===== src/rtl/alu_arbiter.sv =====
// alu_arbiter: round-robin sharing of one 8-bit ALU between two requesters
// Optional feature: define ALU_ARB_ZERO_FLAG_EN to add the registered rsp_zero flag.
module alu_arbiter (
    input  logic       clk,
    input  logic       rst_n,
    input  logic       req0_valid,
    output logic       req0_ready,
    input  logic [2:0] req0_op,
    input  logic [7:0] req0_a,
    input  logic [7:0] req0_b,
    input  logic       req1_valid,
    output logic       req1_ready,
    input  logic [2:0] req1_op,
    input  logic [7:0] req1_a,
    input  logic [7:0] req1_b,
    output logic       rsp_valid,
    input  logic       rsp_ready,
    output logic       rsp_id,
    output logic [7:0] rsp_result
`ifdef ALU_ARB_ZERO_FLAG_EN
    ,
    output logic       rsp_zero
`endif
);
    typedef enum logic [1:0] {IDLE, EXEC, RESP} state_t;
    state_t     state_q, state_d;
    logic [2:0] op_q, op_d;
    logic [7:0] a_q, a_d, b_q, b_d, result_q, result_d, alu;
    logic       id_q, id_d, last_q, last_d, gnt0, gnt1;
`ifdef ALU_ARB_ZERO_FLAG_EN
    logic       zero_q, zero_d;
    assign rsp_zero = zero_q;
`endif
    assign rsp_valid  = state_q == RESP;
    assign rsp_id     = id_q;
    assign rsp_result = result_q;
    // grant selection, operand capture, ALU evaluation and FSM sequencing
    always_comb begin
        state_d    = state_q;
        op_d       = op_q;
        a_d        = a_q;
        b_d        = b_q;
        id_d       = id_q;
        last_d     = last_q;
        result_d   = result_q;
        req0_ready = 1'b0;
        req1_ready = 1'b0;
`ifdef ALU_ARB_ZERO_FLAG_EN
        zero_d     = zero_q;
`endif
        gnt1 = req1_valid && (!req0_valid || !last_q);
        gnt0 = req0_valid && !gnt1;
        alu  = op_q == 3'b000 ? a_q + b_q :
               op_q == 3'b001 ? a_q - b_q :
               op_q == 3'b010 ? a_q & b_q :
               op_q == 3'b011 ? a_q | b_q :
               op_q == 3'b100 ? ~a_q : 8'h00;
        case (state_q)
            IDLE: if (gnt0 || gnt1) begin
                req0_ready = gnt0 && rst_n;
                req1_ready = gnt1 && rst_n;
                op_d       = gnt1 ? req1_op : req0_op;
                a_d        = gnt1 ? req1_a : req0_a;
                b_d        = gnt1 ? req1_b : req0_b;
                id_d       = gnt1;
                last_d     = gnt1;
                state_d    = EXEC;
            end
            EXEC: begin
                result_d = alu;
`ifdef ALU_ARB_ZERO_FLAG_EN
                zero_d   = alu == 8'h00;
`endif
                state_d  = RESP;
            end
            RESP: state_d = rsp_ready ? IDLE : RESP;
            default: state_d = IDLE;
        endcase
    end
    // state and datapath registers; reset discards any in-flight operation
    always_ff @(posedge clk or negedge rst_n) begin
        if (!rst_n) begin
            state_q  <= IDLE;
            op_q     <= 3'b000;
            a_q      <= 8'h00;
            b_q      <= 8'h00;
            id_q     <= 1'b0;
            last_q   <= 1'b1;
            result_q <= 8'h00;
`ifdef ALU_ARB_ZERO_FLAG_EN
            zero_q   <= 1'b0;
`endif
        end else begin
            state_q  <= state_d;
            op_q     <= op_d;
            a_q      <= a_d;
            b_q      <= b_d;
            id_q     <= id_d;
            last_q   <= last_d;
            result_q <= result_d;
`ifdef ALU_ARB_ZERO_FLAG_EN
            zero_q   <= zero_d;
`endif
        end
    end
endmodule


===== config.mk =====
export PLATFORM = sky130hd
export DESIGN_NAME = alu_arbiter
export DESIGN_NICKNAME = d
export VERILOG_FILES = /design/src/rtl/alu_arbiter.sv
export SDC_FILE = /design/constraint.sdc
export NUM_CORES = 1
export LEC_CHECK = 0
export ABC_AREA = 1
export CORE_ASPECT_RATIO = 1.2
export CORE_UTILIZATION = 51
export DETAILED_ROUTE_END_ITERATION = 16
export PLACE_DENSITY = 0.92
export SLEW_MARGIN = 25
export SYNTH_ARGS = -nofsm -noshare
export SYNTH_HDL_FRONTEND = slang
export SYNTH_SLANG_ARGS = --single-unit
export TNS_END_PERCENT = 10

===== constraint.sdc =====
create_clock -name clk -period 2.11 [get_ports clk]
set_input_delay 0.422 -clock clk [delete_from_list [all_inputs] [get_ports clk]]
set_output_delay 0.422 -clock clk [all_outputs]
set_load 0.005 [all_outputs]

==> results.json <==
{
  "status": "complete, no violations",
  "slowest_stage": "sky130_fd_sc_hd__clkdlybuf4s50_1",
  "final_antenna_diode_count": 0,
  "cell_area_after_synthesis_sq_um": 2410,
  "hpwl_mm": 4.36,
  "power.share.sequential": 0.238,
  "synth-edff-count": 0,
  "drive_above_1_share": 0.0743,
  "grt_setup_unrepaired": "false",
  "crit_start": "rst_n",
  "switchingPower_w": 0.00240,
  "top_level_i_o_count": 55,
  "routedWlPerCell_um": 12.2,
  "floorplan.initialDensity": 0.528,
  "cts_htree_levels": 2,
  "power_frac_comb": 0.638,
  "report.final.setup_viol": 0,
  "number_of_antenna_violations_at_the_first_check_in_global_routing": 0,
  "worst_setup_path_start_kind": "input port",
  "route.detailed.drc": 0,
  "yosys.area.top_type_share": 0.312,
  "postSynthNetCount": 415,
  "critical_path_class": "input port to output port",
  "post_synth.cell_area_avg_sq_um": 6.95,
  "slew_headroom": 0.740,
  "num_rows": 27,
  "worst_pin_slew_ns": 0.390,
  "hold_viol": 0,
  "grt_pass1_vias": 2263,
  "slew_viol_final": 0,
  "pwr_density_cell_nw_per_um2": 1570,
  "cts-buffers-inserted": 5,
  "antenna_violating_nets_post_route": 0,
  "postSynth.asyncResetShare": 1.00,
  "cts_tree": "built",
  "worst_path_largest_cell_delay_ns": 0.54,
  "cell_variety_after_synth": 29,
  "crit_path_max_fanout": 2,
  "hold_slack_ns": 0.479,
  "worst-r2r-cell-count": 9,
  "die-area_sq_um": 5000,
  "chipHeight_um": 77.2,
  "nNetsFinal": 472,
  "drtPass1Iterations": 4,
  "clkLatencyLatePin_ns": 0.29,
  "tritoncts_num_sinks": 31,
  "switching_share": 0.485,
  "core-area_sq_um": 4560,
  "setup_total_negative_slack_ns": 0,
  "r2r_slack_ns": 0.20,
  "place.gp.congestion": 0.859,
  "grt_start_max_net_pins": 32,
  "post-synth-top-count-cell": "sky130_fd_sc_hd__nand2_1",
  "num_vias": 2395,
  "crit_chain": "clkdlybuf4s50_1 > inv_1 > nor4_1 > dlygate4sd2_1",
  "synth.cells.most_frequent": "sky130_fd_sc_hd__nand2_1 (98), sky130_fd_sc_hd__inv_1 (43), sky130_fd_sc_hd__nor2_1 (38)",
  "synth-seq-cells": 31,
  "hold_path.class": "flip-flop to flip-flop",
  "synth_seq_area_share": 0.323,
  "first_pass_grt_wire_length_mm": 9.63,
  "synth_area_leaders": "sky130_fd_sc_hd__dfrtp_1 (31%), sky130_fd_sc_hd__nand2_1 (15%), sky130_fd_sc_hd__ha_1 (12%), sky130_fd_sc_hd__inv_1 (6.7%), sky130_fd_sc_hd__nor2_1 (5.9%)",
  "buffer_ports.inserted": 54,
  "syn_to_final_growth_pct": 30.5,
  "final.period_utilization": 0.947,
  "r2r_end": "rsp_result[4]",
  "grt_util_all_layers": 0.248,
  "hold_path_cells": 2,
  "die_width_um": 64.7,
  "avgViaCountPerCell": 5.18,
  "globalRouteOverflowTotal": 0,
  "holdCritStartpoint": "rsp_result[3]",
  "ys.flop_type": "sky130_fd_sc_hd__dfrtp_1",
  "drv_cap": 0,
  "fin_crit_ns": 2.00,
  "internal-power_w": 0.00254,
  "synth_largest_area_cell": "sky130_fd_sc_hd__dfrtp_1",
  "min_delay_worst_endpoint": "rsp_result[3]",
  "worst-endpoint-required_ns": 1.69,
  "yosys_warning_total": 0,
  "setup.worst_path.end_class": "output port",
  "clkSlewWorstSetupHoldPaths_ns": 0.06,
  "synthesis.instances": 346,
  "p_clk_frac": 0.124,
  "irDropWorstVdd_mv": 0.718,
  "leakage_power_nw": 1.58,
  "initialDrtViolationCount": 172,
  "cts_max_path_buffers": 2,
  "library_cell_used_as_clock_root_buffer": "sky130_fd_sc_hd__clkbuf_8",
  "finClkSkew_ns": 0.00861,
  "fmax_mhz": 501,
  "worstPathArrival_ns": 1.58,
  "routed_wl_mm": 5.62,
  "critical_path.reg2reg.startpoint": "b_q[0]"
}
## worst max-delay path: cells and delay by family
kind          cells  cell delay [ns]
buf+inv           3             0.89
simple gates      1             0.26
## power groups by stage
stage | clock network [W] | logic (W) | registers (W)
global route | 0.000650 | 0.00358 | 0.00122
global placement | 0 | 0.00303 | 0.00116
finish | 0.000613 | 0.00315 | 0.00118
detailed placement | 0 | 0.00312 | 0.00119
CTS | 0.000624 | 0.00314 | 0.00118
floorplan | 0 | 0.00230 | 0.00113
## logic make-up (layout without fill, tap and decap cells)
family / after synthesis / in the layout / synth area share
DFF: 31 / 31 / 0.323
AOI/OAI and AO/OA: 56 / 56 / 0.135
adders and majority gates: 26 / 26 / 0.141
buffers and inverters: 64 / 122 / 0.107
xor gates and xnor gates: 2 / 2 / 0.00728
and+or+nand+nor: 167 / 167 / 0.286
## metrics by stage
| step | cell area, sq um | utilization | instances | worst slack (ns) | power [W] |
|---|---|---|---|---|---|
| after floorplan | 2410 | - | 346 | 0.449 | 0.00342 |
| after global placement | 3030 | 0.663 | 454 | -0.145 | 0.00419 |
| after detailed placement | 3030 | 0.663 | 454 | -0.171 | 0.00430 |
| after CTS | 3140 | 0.689 | 462 | 0.120 | 0.00494 |
| after global routing | 3140 | 0.689 | 462 | 0.0601 | 0.00544 |
| final | 3140 | 0.689 | 462 | 0.112 | 0.00494 |
## flip-flops by register name, indices dropped and copies added, names as in the netlist
register	flops
op_q	3
rsp_id	1
b_q	8
a_q	8
state_q	2
rsp_result	8
last_q	1
## final cells by class
| class | count | area, sq um |
|---|---|---|
| clock buffers | 6 | 82.6 |
| clock inverters | 2 | 35.0 |
| fillers | 405 | 1420 |
| inverters | 53 | 199 |
| multi-input cells | 251 | 1370 |
| flip-flops and latches | 31 | 777 |
| well taps | 58 | 72.6 |
| repair buffers | 61 | 603 |
## timing repair
item / in CTS / in global routing
setup endpoints to repair: 2 / 0
hold buffers: 0 / 0
gates resized for setup: 2 / 0
setup buffers: 0 / 0
hold endpoints to repair: 0 / 0
## routing by layer
layer	track usage	wire length [um]	vias up
met2	0.409	2730	64
met3	0.0372	186	13
li1	-	-	1225
met1	0.306	2510	1093
met4	0.127	193	0
met5	0	0	-
## worst max path at each step
stage	end	slack (ns)	cells past startpoint
2_1_floorplan	rsp_result[4]	0.45	9
3_3_place_gp	req0_ready	-0.15	4
3_5_place_dp	req0_ready	-0.17	4
4_1_cts	req0_ready	0.12	4
5_1_grt	req0_ready	0.06	4
6_report	req0_ready	0.11	4
## cells in the final DEF (no fill, tap or decap), types with 2 or more instances in the layout
cell	synthesis	final
sky130_fd_sc_hd__nand2_1	98	98
sky130_fd_sc_hd__clkdlybuf4s50_1	0	52
sky130_fd_sc_hd__inv_1	43	43
sky130_fd_sc_hd__nor2_1	38	38
sky130_fd_sc_hd__dfrtp_1	30	30
sky130_fd_sc_hd__ha_1	24	24
sky130_fd_sc_hd__a31oi_1	19	19
sky130_fd_sc_hd__nand3_1	19	19
sky130_fd_sc_hd__a21oi_1	14	14
sky130_fd_sc_hd__inv_2	9	9
sky130_fd_sc_hd__o22ai_1	9	9
sky130_fd_sc_hd__o21ai_1	6	6
sky130_fd_sc_hd__clkbuf_8	0	6
sky130_fd_sc_hd__buf_4	2	6
sky130_fd_sc_hd__o21ai_0	5	5
sky130_fd_sc_hd__nand4_1	4	4
sky130_fd_sc_hd__nor2_2	2	2
sky130_fd_sc_hd__nor3_1	2	2
sky130_fd_sc_hd__xor2_1	2	2
sky130_fd_sc_hd__fa_1	2	2
sky130_fd_sc_hd__dlygate4sd2_1	0	2
Note: power is estimated with default switching activity, not from simulation.
==> edit, RTL diff (same settings) <==
Encoding of `state_t`: now one-hot (3 bits for 3 states).
--- a/src/rtl/alu_arbiter.sv
+++ b/src/rtl/alu_arbiter.sv
@@ -22,7 +22,7 @@
     output logic       rsp_zero
 `endif
 );
-    typedef enum logic [1:0] {IDLE, EXEC, RESP} state_t;
+    typedef enum logic [2:0] {IDLE = 3'b001, EXEC = 3'b010, RESP = 3'b100} state_t;
     state_t     state_q, state_d;
     logic [2:0] op_q, op_d;
     logic [7:0] a_q, a_d, b_q, b_d, result_q, result_d, alu;
Check against the original RTL: same outputs for any inputs over 10 cycles, from zero or initial values and one cycle with rst_n low; not proved beyond that.
==> edit against the original RTL <==
  * Sequential cell count rose by 1
  * Wire length rose by 3.2%
  * Clock skew fell by 0.0025 ns
  * Core utilization rose by 1.2 points
  * Register-to-register slack got worse by 0.03 ns
  * Power rose by 1.7%
  * Count of clock-buffer cells in the layout did not move
  * Area after synthesis rose by 3.6%
  * Sequential share of layout area barely moved
  * First-iteration DRC count fell by 13%
  * Cell area rose by 3.3%
  * Highest routed layer unchanged
  * Setup slack improved by 0.011 ns
  * Combinational power rose by 2%
==> edit: results <==
set metrics [dict create \
    timing.reg2reg.worst_path_depth 11 \
    path_max_fanout 3 \
    numPlacedInstances 463 \
    drtIter0Drc 149 \
    grt_pass1_wl_um 9980 \
    grt_pass1_vias 2396 \
    pre_cts_slack_ns -0.201 \
    largest_net_degree_at_the_start_of_global_routing 40 \
    yosysSeqAreaShare_pct 32.2 \
    drive_gt1_share_pct 7.23 \
    regToRegSetupSlack_ns 0.17 \
    yosys-top-cells-area "sky130_fd_sc_hd__dfrtp_1, sky130_fd_sc_hd__nand2_1, sky130_fd_sc_hd__ha_1" \
    maxSlewHeadroom_pct 73.6 \
    switching_power_summed_over_all_nets_mw 2.43 \
    status "finished clean" \
    timing.hold.worst_endpoint "last_q$_DFFE_PN1P_" \
    synthesis.instances 354 \
    cp.arrival_ns 1.56 \
    min-delay-start "last_q$_DFFE_PN1P_" \
    grt.total_usage_pct 24.8 \
    netlist_top_cells_count "sky130_fd_sc_hd__nand2_1, sky130_fd_sc_hd__inv_1, sky130_fd_sc_hd__nor2_1, sky130_fd_sc_hd__dfrtp_1, sky130_fd_sc_hd__ha_1" \
    crit-reg2reg-capture "rsp_result[6]$_DFFE_PN0N_" \
    number_of_distinct_library_cells_after_synthesis 30 \
    post_dp_cell_area_mm2 0.00311 \
    route.detailed.wl_per_inst_um 12.3 \
]
## edit: cell type report
cell class / instances / area [um2]
Clock buffer: 6 / 72.6
Clock inverter: 2 / 35.0
Fill cell: 362 / 1390
Inverter: 57 / 214
Multi-Input combinational cell: 254 / 1420
Sequential cell: 32 / 803
Tap cell: 58 / 72.6
Timing Repair Buffer: 64 / 626
## edit: power by group through the flow
stage	Combinational, mW	Sequential, mW	Clock [mW]
3_5_place_dp	3.08	1.22	0
2_1_floorplan	2.29	1.17	0
4_1_cts	3.12	1.22	0.589
6_report	3.21	1.23	0.583
5_1_grt	3.64	1.27	0.620
3_3_place_gp	2.98	1.19	0
## edit: metal layers
| layer | GRT usage (%) | share of wire [%] |
|---|---|---|
| met1 | 30.4 | 43 |
| met2 | 41.9 | 50 |
| met3 | 5.09 | 5.2 |
| met4 | 9.13 | 1.3 |
| met5 | 0 | 0 |
## edit: timing repair
item / in CTS / in global routing
pin swaps: 0 / 1
endpoints found under the setup margin: 2 / 1
gates resized for setup: 2 / 5
setup buffers: 0 / 2
## edit: cell families after synthesis
group                    synth area share, %
buffers and inverters                   11.4
flip-flops                              32.2
AND/OR/NAND/NOR                         27.7
AO/OA/AOI/OAI                           14.7
adder cells (fa/ha/maj)                 13.7
XOR/XNOR                               0.351
## edit: metrics by stage
step / TNS, ns / total power [mW]
2_1_floorplan: 0 / 3.46
3_3_place_gp: -0.161 / 4.17
3_5_place_dp: -0.294 / 4.30
4_1_cts: -0.121 / 4.93
5_1_grt: 0 / 5.53
6_report: 0 / 5.03
## edit: how the worst max path moves through the flow
stage          slack (ns)                   endpoint  cells after the start              startpoint
3_5_place_dp        -0.20                 req0_ready                      6              req0_valid
4_1_cts             -0.12                 req1_ready                      5  state_q[0]$_DFFE_PN1P_
6_report             0.12                 req0_ready                      6  state_q[0]$_DFFE_PN1P_
2_1_floorplan        0.45  rsp_result[4]$_DFFE_PN0N_                      9      b_q[0]$_DFFE_PN0P_
5_1_grt             0.009  rsp_result[4]$_DFFE_PN0N_                     10      a_q[0]$_DFFE_PN0P_
3_3_place_gp        -0.14                 req0_ready                      6              req0_valid
## edit: critical path: stages, from the launching register on
cell	delay, ns
sky130_fd_sc_hd__dfstp_2	0.53
sky130_fd_sc_hd__inv_1	0.07
sky130_fd_sc_hd__nor3_4	0.21
sky130_fd_sc_hd__buf_4	0.15
sky130_fd_sc_hd__inv_2	0.04
sky130_fd_sc_hd__nor4_2	0.13
sky130_fd_sc_hd__clkbuf_2	0.16
